$ cat src/rtl/bm_pkg.sv
// Shared encodings for the bit-manipulation unit: the decoded operation and the
// direction input values.
package bm_pkg;

   typedef enum logic [2:0] {
      BM_PASS,
      BM_SHL,
      BM_SHR,
      BM_ROL,
      BM_ROR
   } bm_op_e;

   localparam logic DIR_LEFT  = 1'b0;
   localparam logic DIR_RIGHT = 1'b1;

endpackage : bm_pkg

$ cat src/rtl/bm_core.sv
// Combinational core: decodes the enables and directions into one operation,
// then forms the next result and the bit that leaves the operand.
module bm_core
   import bm_pkg::*;
#(
   parameter int WIDTH = 8
) (
   input  logic [WIDTH-1:0] data_i,
   input  logic             enable_shift_i,
   input  logic             direction_shift_i,
   input  logic             enable_rotate_i,
   input  logic             direction_rotate_i,
   output logic [WIDTH-1:0] result_o,
   output logic             carry_o
);

   bm_op_e op;

   // Shift outranks rotate, so each direction bit only matters under its own enable.
   always_comb begin
      // NOTE: every signal driven here gets a default first so no path can infer a latch.
      op = BM_PASS;
      if (enable_shift_i) begin
         op = (direction_shift_i == DIR_RIGHT) ? BM_SHR : BM_SHL;
      end else if (enable_rotate_i) begin
         op = (direction_rotate_i == DIR_RIGHT) ? BM_ROR : BM_ROL;
      end
   end

   always_comb begin
      result_o = data_i;
      carry_o  = 1'b0;
      case (op)
         BM_SHL: begin
            result_o = {data_i[WIDTH-2:0], 1'b0};
            carry_o  = data_i[WIDTH-1];
         end
         BM_SHR: begin
            result_o = {1'b0, data_i[WIDTH-1:1]};
            carry_o  = data_i[0];
         end
         BM_ROL: begin
            result_o = {data_i[WIDTH-2:0], data_i[WIDTH-1]};
            carry_o  = data_i[WIDTH-1];
         end
         BM_ROR: begin
            result_o = {data_i[0], data_i[WIDTH-1:1]};
            carry_o  = data_i[0];
         end
         default: begin
            result_o = data_i;
            carry_o  = 1'b0;
         end
      endcase
   end

endmodule : bm_core

$ cat src/rtl/bit_manipulation.sv
// Registered single-position shift/rotate unit: one operation per cycle,
// result and carry appear one clock after the operands are sampled.
module bit_manipulation
   import bm_pkg::*;
#(
   parameter int WIDTH = 8
) (
   input  logic             clk,
   input  logic             rst_n,
   input  logic [WIDTH-1:0] data_in,
   input  logic             enable_shift,
   input  logic             direction_shift,
   input  logic             enable_rotate,
   input  logic             direction_rotate,
   output logic [WIDTH-1:0] data_out,
   output logic             carry
);

   logic [WIDTH-1:0] data_out_d, data_out_q;
   logic             carry_d, carry_q;

   bm_core #(
      .WIDTH(WIDTH)
   ) u_core (
      .data_i            (data_in),
      .enable_shift_i    (enable_shift),
      .direction_shift_i (direction_shift),
      .enable_rotate_i   (enable_rotate),
      .direction_rotate_i(direction_rotate),
      .result_o          (data_out_d),
      .carry_o           (carry_d)
   );

   always_ff @(posedge clk or negedge rst_n) begin
      // NOTE: registers use non-blocking assignments so every flop samples pre-edge values.
      if (!rst_n) begin
         data_out_q <= '0;
         carry_q    <= 1'b0;
      end else begin
         data_out_q <= data_out_d;
         carry_q    <= carry_d;
      end
   end

   assign data_out = data_out_q;
   assign carry    = carry_q;

endmodule : bit_manipulation

$ cat config.mk
export PLATFORM = sky130hd
export DESIGN_NAME = bit_manipulation
export DESIGN_NICKNAME = d
export VERILOG_FILES = /design/src/rtl/bm_pkg.sv /design/src/rtl/bm_core.sv /design/src/rtl/bit_manipulation.sv
export SDC_FILE = /design/constraint.sdc
export NUM_CORES = 1
export LEC_CHECK = 0
export ABC_AREA = 0
export CORE_UTILIZATION = 42
export DETAILED_ROUTE_END_ITERATION = 16
export PLACE_DENSITY = 0.81
export SYNTH_ARGS = -nofsm -noshare
export SYNTH_HDL_FRONTEND = slang
export SYNTH_SLANG_ARGS = --single-unit
$ cat constraint.sdc
create_clock -name clk -period 0.8 [get_ports clk]
set_input_delay 0.16 -clock clk [delete_from_list [all_inputs] [get_ports clk]]
set_output_delay 0.16 -clock clk [all_outputs]
set_load 0.01 [all_outputs]
# Word-level counts from Yosys, hierarchy flattened
# Cells that the tools add are included.
[totals]
regBits = 9
input_bits = 14
output_inout_bits = 9
elab_cells = 14
[op_classes]
eq_ne = 4
mux = 6
n_reduce_logical = 2
[ops]
columns = ["cell", "n"]
rows = [
  ["8-bit case mux with 4 select lines", 1],
  ["3-bit two-way mux", 3],
  ["3-bit by 2-bit equality test with 1-bit output (second input constant)", 2],
  ["2-bit OR reduction", 2],
  ["3-bit by 1-bit equality test with 1-bit output (second input constant)", 1],
  ["3-bit equality test (second input constant)", 1],
  ["2-bit two-way mux", 1],
  ["1-bit case mux with 2 select lines", 1],
]

# Longest topological paths before layout
# Gate-level depths: netlist (run 1).
[depth]
ltp_word = 6
mapped_depth = 4
ltp_nobuf = 3

# Hierarchy
# A second synthesis (run 1) with hierarchy kept.
[unflattened]
hier_cells = 61
hier_area_um2 = 618.1
[by_module_without_submodules]
columns = ["module", "instances", "cells_each", "area_each_um2", "seq_area_each_um2"]
rows = [
  ["bm_core", 1, 52, 392.9, 0.0],
  ["bit_manipulation", 1, 9, 225.2, 225.2],
]

# Worst setup path before layout (run 1)
# OpenSTA, ideal clock, no wires.
[synth_path]
kind = "input port to flip-flop"
start = "input port direction_shift"
end = "register carry_q, in the netlist carry"
setup_time_ns = 0.128
arrival_time_ns = 0.752
required_time_ns = 0.672
slack_ns = -0.080
path_stages = 4
n_path_buf = 1
path_cell_list = "buf_4 > mux2_2 > nand2_1 > o21ai_0"
[synth_via]
elab_chain_cells = 5
word_cells_on_any_way = 9
cone_classes = "eq/ne: 4; mux: 3; reduce/logical: 2"
[synth_lines]
columns = ["element", "line_no", "rtl"]
rows = [
  ["start, declared", "bit_manipulation.sv:12", "input logic direction_shift,"],
  ["2-bit two-way mux *", "bm_core.sv:24", "op = (direction_shift_i == DIR_RIGHT) ? BM_SHR : BM_SHL;"],
  ["3-bit two-way mux *", "bm_core.sv:23", "if (enable_shift_i) begin"],
  ["3-bit by 2-bit equality test with 1-bit output, or another cell as far along", "bm_core.sv:33", "case (op)"],
  ["2-bit OR reduction (no line)", "n/a", ""],
  ["1-bit case mux with 2 select lines *", "bm_core.sv:33", ""],
  ["net carry_d", "bit_manipulation.sv:20", "logic carry_d, carry_q;"],
  ["end signal, assigned", "bit_manipulation.sv:41", "carry_q <= carry_d;"],
  ["end, declared", "bit_manipulation.sv:20", ""],
]
# Mark *: on every way through the listed nets, which the timed path passes. The rest lies on a longest branch.

# Worst setup path after layout (run 1)
[layout_path]
start = "register data_out_q[5], in the netlist data_out[5]"
end = "output port data_out[5]"
[layout_lines]
columns = ["element", "line_no", "rtl"]
rows = [
  ["start, declared", "bit_manipulation.sv:19", "logic [WIDTH-1:0] data_out_d, data_out_q;"],
  ["start signal, assigned", "bit_manipulation.sv:40", "data_out_q <= data_out_d;"],
  ["end, declared", "bit_manipulation.sv:15", "output logic [WIDTH-1:0] data_out,"],
]
# No word-level cell between the ends.

==> flow_summary_export.csv, run 1 <==
group,metric,value,unit
logic_synthesis,syn_area,613,um^2
run_status,status,"finished, violations left",
route,first_iter_violations,13,
place,placed_cells,105,
die,boundaryPins,23,
logic_synthesis,synthesis.instances,66,
power,ir_worst_vdd,0.650,mV
route,drt-wirelength-per-cell,14.4,um
sta,worst_slack,-115,ps
grt,antenna_found_initial,0,
die,dieArea,0.00162,mm^2
logic_synthesis,yosysTopAreaCellShare,36.7,%
final_layout,num_antenna_cells,0,
critical_path,path_cells,"buf_2",
logic_synthesis,synthFlopType,"dfrtp_1",
die,rows,13,
run_status,violations,"setup timing",
grt,grt_pass1_vias,556,
sta,worst_hold_slack,209,ps
critical_path,crit_required,640,ps
critical_path,critPathMaxFanout,1,
logic_synthesis,synth_edf_count,0,
final_layout,instances_no_fill,111,
logic_synthesis,ys_top_cells_by_area,"dfrtp_1 (37%), mux2i_1 (21%), o21a_1 (7.3%), nand2_1 (6.1%), a21oi_1 (4.9%)",
clocking,cts-root-buf,"clkbuf_4",
place,port-buffer-count,22,
clocking,clkTransAtPathRegs,60,ps
die,die_x,40.2,um
clocking,max-clock-path-buffers,2,
job,cap_violations,0,
final_layout,syn2layout_area_growth,55.1,%
sta,setup-tns-final,-965,ps
route,viasPerCell,5.37,
route,dr_total_vias,596,
clocking,cts-buffers-inserted,3,
critical_path,crit_cells,1,
final_layout,post-route-util,71.3,%
grt,grt_start_max_net_pins,11,
route,antenna_left,0,
critical_path,critPathKind,"reg -> out",
route,wl,1.60,mm
final_layout,drive_above_1_share,31.3,%
die,core,0.00133,mm^2
sta,finalSetupViolations,9,
sta,fmaxAchievable,1.09,GHz
grt,grt-ovfl-total,0,
route,firstDrtPassIters,3,
logic_synthesis,synth_top_cell_by_area,"dfrtp_1",
logic_synthesis,synth_seq_cells,9,
clocking,hold_buffers,0,
logic_synthesis,syn-num-nets,80,
sta,worst_pin_slew,251,ps
logic_synthesis,async_flop_share,100,%
critical_path,crit_slowest_cell,"dfrtp_1",
logic_synthesis,synth.most_common_cell,"mux2i_1",
logic_synthesis,yosysWarnings,0,
power,power.leakage,0.000474,uW
critical_path,worst_setup_path_end_kind,"output port",
die,start_util,46.0,%
critical_path,arrival,750,ps
clocking,htree_levels,1,
grt,grt_pass1_wl,2.47,mm
logic_synthesis,synth.avg_cell_area,9.29,um^2
critical_path,path_buf_inv,1,
critical_path,cpLargestDelayFamily,"flip-flops",
clocking,cts_tree,"built",
critical_path,cp-start-kind,"flop",
sta,slew_headroom,83.2,%
final_layout,nets,111,
sta,maxSlewViolCount,0,
worst_hold_path,hold_class,"in -> async",
grt,grt_use_total,22.9,%
sta,finalCritPeriodShare,114,%
sta,min_period,915,ps
logic_synthesis,synthTopCellsByCount,"mux2i_1 (13), nand2_1 (10), dfrtp_1 (9)",
logic_synthesis,synth-seq-area-share,36.7,%
sta,hold_violations,0,
route,drc,0,
place,dp_hpwl,1.04,mm
place,pre_cts_ws,-602,ps
sta,rsz0062_at_grt,"yes",
place,place_congestion,0.847,
logic_synthesis,ys_types,17,
critical_path,slowest_delay,360,ps
clocking,cts.sinks,9,
die,die_h,40.2,um
power,powerDensity,1370,mW/mm^2
[state kept, by name, indices dropped and copies added, names as in the netlist]
| name | count |
|---|---|
| data_out | 8 |
| carry | 1 |
[stage by stage]
| stage | instance area (um^2) | total power, uW |
|---|---|---|
| floorplan | 646 | 736 |
| global placement | 910 | 950 |
| detailed placement | 910 | 961 |
| CTS | 953 | 1290 |
| global route | 951 | 1370 |
| finish | 951 | 1300 |
[power breakdown]
part | switching (uW) | leakage, uW | total, uW | internal [uW]
clock | 158 | 0.0000150 | 351 | 192
combinational | 199 | 0.000355 | 444 | 245
sequential | 12.1 | 0.000104 | 510 | 498
[cell families after synthesis]
| family | Yosys count | synth area share (%) |
|---|---|---|
| multiplexers | 15 | 24.9 |
| flip-flops | 9 | 36.7 |
| AO/OA/AOI/OAI | 16 | 17.1 |
| AND/OR/NAND/NOR | 20 | 13.5 |
| buffers and inverters | 6 | 7.75 |
[cell type report]
class / count / area, um^2
flip-flops and latches: 9 / 225
multi-input cells: 51 / 362
fillers: 104 / 383
well taps: 15 / 18.8
clock buffers: 4 / 26.3
repair buffers: 32 / 319
[path summary, 6_finish.rpt]
| kind | startpoint | to | slack (ps) |
|---|---|---|---|
| max | data_out[5]$_DFF_PN0_ | data_out[5] | -110 |
| min | rst_n | data_out[2]$_DFF_PN0_ | 210 |
| max in group asynchronous | rst_n | data_out[5]$_DFF_PN0_ | 490 |
| min in group clk | direction_rotate | data_out[0]$_DFF_PN0_ | 260 |
[per-layer routing]
layer | track usage, % | wire, um
met5 | 0 | 0
met1 | 29.9 | 710
met3 | 2.22 | 74
met2 | 36.3 | 791
met4 | 13.3 | 25
[repair_timing]
action                                 CTS  global route
pin swaps                                3             1
endpoints found under the hold margin    0             0
resized for setup                       59             8
buffers inserted                         0             1
setup endpoints to repair               18            15
gates cloned                             2             0
[cells in the final DEF (no fill, tap or decap), types with 2 or more instances in the layout]
| cell | instances |
|---|---|
| a21oi_1 | 6 |
| o21a_1 | 6 |
| buf_12 | 3 |
| clkbuf_4 | 3 |
| mux2i_1 | 12 |
| buf_6 | 6 |
| buf_4 | 4 |
| dlygate4sd2_1 | 9 |
| nor2_1 | 6 |
| mux2_4 | 2 |
| buf_2 | 7 |
| dfrtp_1 | 9 |
| nand2_1 | 10 |
Note: power is estimated with default switching activity, not from simulation.
==> run 2: changes to the inputs <==
--- a/config.mk
+++ b/config.mk
@@ -6,9 +6,9 @@
 export NUM_CORES = 1
 export LEC_CHECK = 0
 export ABC_AREA = 0
-export CORE_UTILIZATION = 42
+export CORE_UTILIZATION = 30
 export DETAILED_ROUTE_END_ITERATION = 16
-export PLACE_DENSITY = 0.81
+export PLACE_DENSITY = 0.62
 export SYNTH_ARGS = -nofsm -noshare
 export SYNTH_HDL_FRONTEND = slang
 export SYNTH_SLANG_ARGS = --single-unit
==> constraint.sdc (replaced) <==
create_clock -name clk -period 0.9 [get_ports clk]
set_input_delay 0.18 -clock clk [delete_from_list [all_inputs] [get_ports clk]]
set_output_delay 0.18 -clock clk [all_outputs]
set_load 0.01 [all_outputs]
==> flow_summary_export.csv, run 2 (synthesized netlist as in run 1, its figures left out) <==
group,metric,value,unit
sta,worst_pin_slew,228,ps
critical_path,critPathKind,"reg -> out",
power,powerDensity,1220,mW/mm^2
critical_path,worst_setup_path_end_kind,"output port",
route,viasPerCell,4.53,
die,start_util,33.7,%
route,antenna_left,0,
route,drc,0,
power,power.leakage,0.000460,uW
final_layout,final_common_cell,"mux2i_1",
worst_hold_path,hold_class,"in -> async",
clocking,cts_tree,"built",
sta,maxSlewViolCount,0,
route,first_iter_violations,4,
final_layout,layout_common_cells,"mux2i_1 (13), buf_2 (11), dlygate4sd2_1 (11)",
route,drt-wirelength-per-cell,11.7,um
final_layout,design_area,920,um^2
die,dieArea,0.00223,mm^2
final_layout,num_antenna_cells,0,
route,wl,1.45,mm
clocking,hold_buffers,0,
die,die_x,47.2,um
grt,grt_use_total,16.1,%
final_layout,syn2layout_area_growth,50.0,%
sta,fmaxAchievable,1.05,GHz
sta,setup-tns-final,-220,ps
run_status,violations,"setup timing",
critical_path,critPathMaxFanout,1,
clocking,postCtsSetupBuffers,0,
critical_path,cpLargestDelayFamily,"flip-flops",
job,cap_violations,0,
final_layout,nFillCells,189,
run_status,status,"finished, violations left",
final_layout,largest_reg_flops,8,
clocking,max-clock-path-buffers,2,
clocking,clkTransAtPathRegs,70,ps
final_layout,nets,114,
final_layout,drive_above_1_share,28.3,%
grt,grt_pass1_vias,533,
critical_path,crit_slowest_cell,"dfrtp_1",
power,ir_worst_vdd,0.665,mV
sta,min_period,952,ps
die,core,0.00182,mm^2
sta,finalSetupViolations,9,
place,place_congestion,0.764,
place,port-buffer-count,22,
grt,grt_pass1_wl,2.48,mm
route,dr_total_vias,562,
critical_path,path_buf_inv,1,
critical_path,arrival,770,ps
place,dp_hpwl,1.05,mm
critical_path,crit_cells,1,
sta,finalCritPeriodShare,106,%
sta,rsz0062_at_grt,"yes",
place,dpl_cell_area,912,um^2
die,rows,15,
die,boundaryPins,23,
clocking,cts.sinks,9,
critical_path,crit_required,720,ps
route,firstDrtPassIters,4,
sta,hold_violations,0,
grt,antenna_found_initial,0,
critical_path,slowest_delay,370,ps
grt,grt_start_max_net_pins,12,
sta,slew_headroom,84.8,%
critical_path,cp-start-kind,"flop",
clocking,cts-buffers-inserted,3,
sta,worst_slack,-51.5,ps
clocking,htree_levels,1,
grt,grt-ovfl-total,0,
die,die_h,47.2,um
sta,worst_hold_slack,207,ps
critical_path,path_cells,"buf_2",
clocking,cts-root-buf,"clkbuf_4",
place,pre_cts_ws,-519,ps
==> run 2: what timing repair did <==
action / CTS / global route
gates resized for setup: 53 / 0
setup endpoints to repair: 18 / 9
pin swaps: 0 / 0
gates cloned: 2 / 0
==> run 2: path summary, 6_finish.rpt <==
kind	start	end	slack, ps
worst max-delay path	data_out[6]$_DFF_PN0_	data_out[6]	-50
worst min-delay path	rst_n	data_out[1]$_DFF_PN0_	210
max in group asynchronous	rst_n	data_out[4]$_DFF_PN0_	550
min in group clk	data_in[0]	data_out[0]$_DFF_PN0_	460
==> run 2: through the flow <==
step | std cells | utilization (%) | power, uW
6_report | 124 | 50.5 | 1120
5_1_grt | 124 | 50.5 | 1190
4_1_cts | 124 | 50.5 | 1140
3_5_place_dp | 118 | 50.1 | 843
3_3_place_gp | 118 | 50.1 | 836
2_1_floorplan | 66 | - | 638
==> run 2: power by group <==
part / internal, uW / total (uW) / switching, uW
Combinational: 187 / 351 / 163
Sequential: 442 / 449 / 7.18
Clock: 171 / 322 / 151
Total: 801 / 1120 / 321
==> run 2: layer usage <==
metal / track usage (%) / vias up / share of wire (%)
met2: 25.8 / 19 / 46
met3: 2.31 / 0 / 5.0
met4: 5.14 / 0 / 0
met5: 0 / - / 0
met1: 22.3 / 243 / 49
li1: - / 300 / -
==> run 2: cell type report <==
type	count	area (um^2)	share of cell area (%)
Multi-Input combinational cell	51	340	37.0
Timing Repair Buffer	35	297	32.2
Tap cell	25	31.3	3.40
Clock buffer	4	26.3	2.86
Sequential cell	9	225	24.5
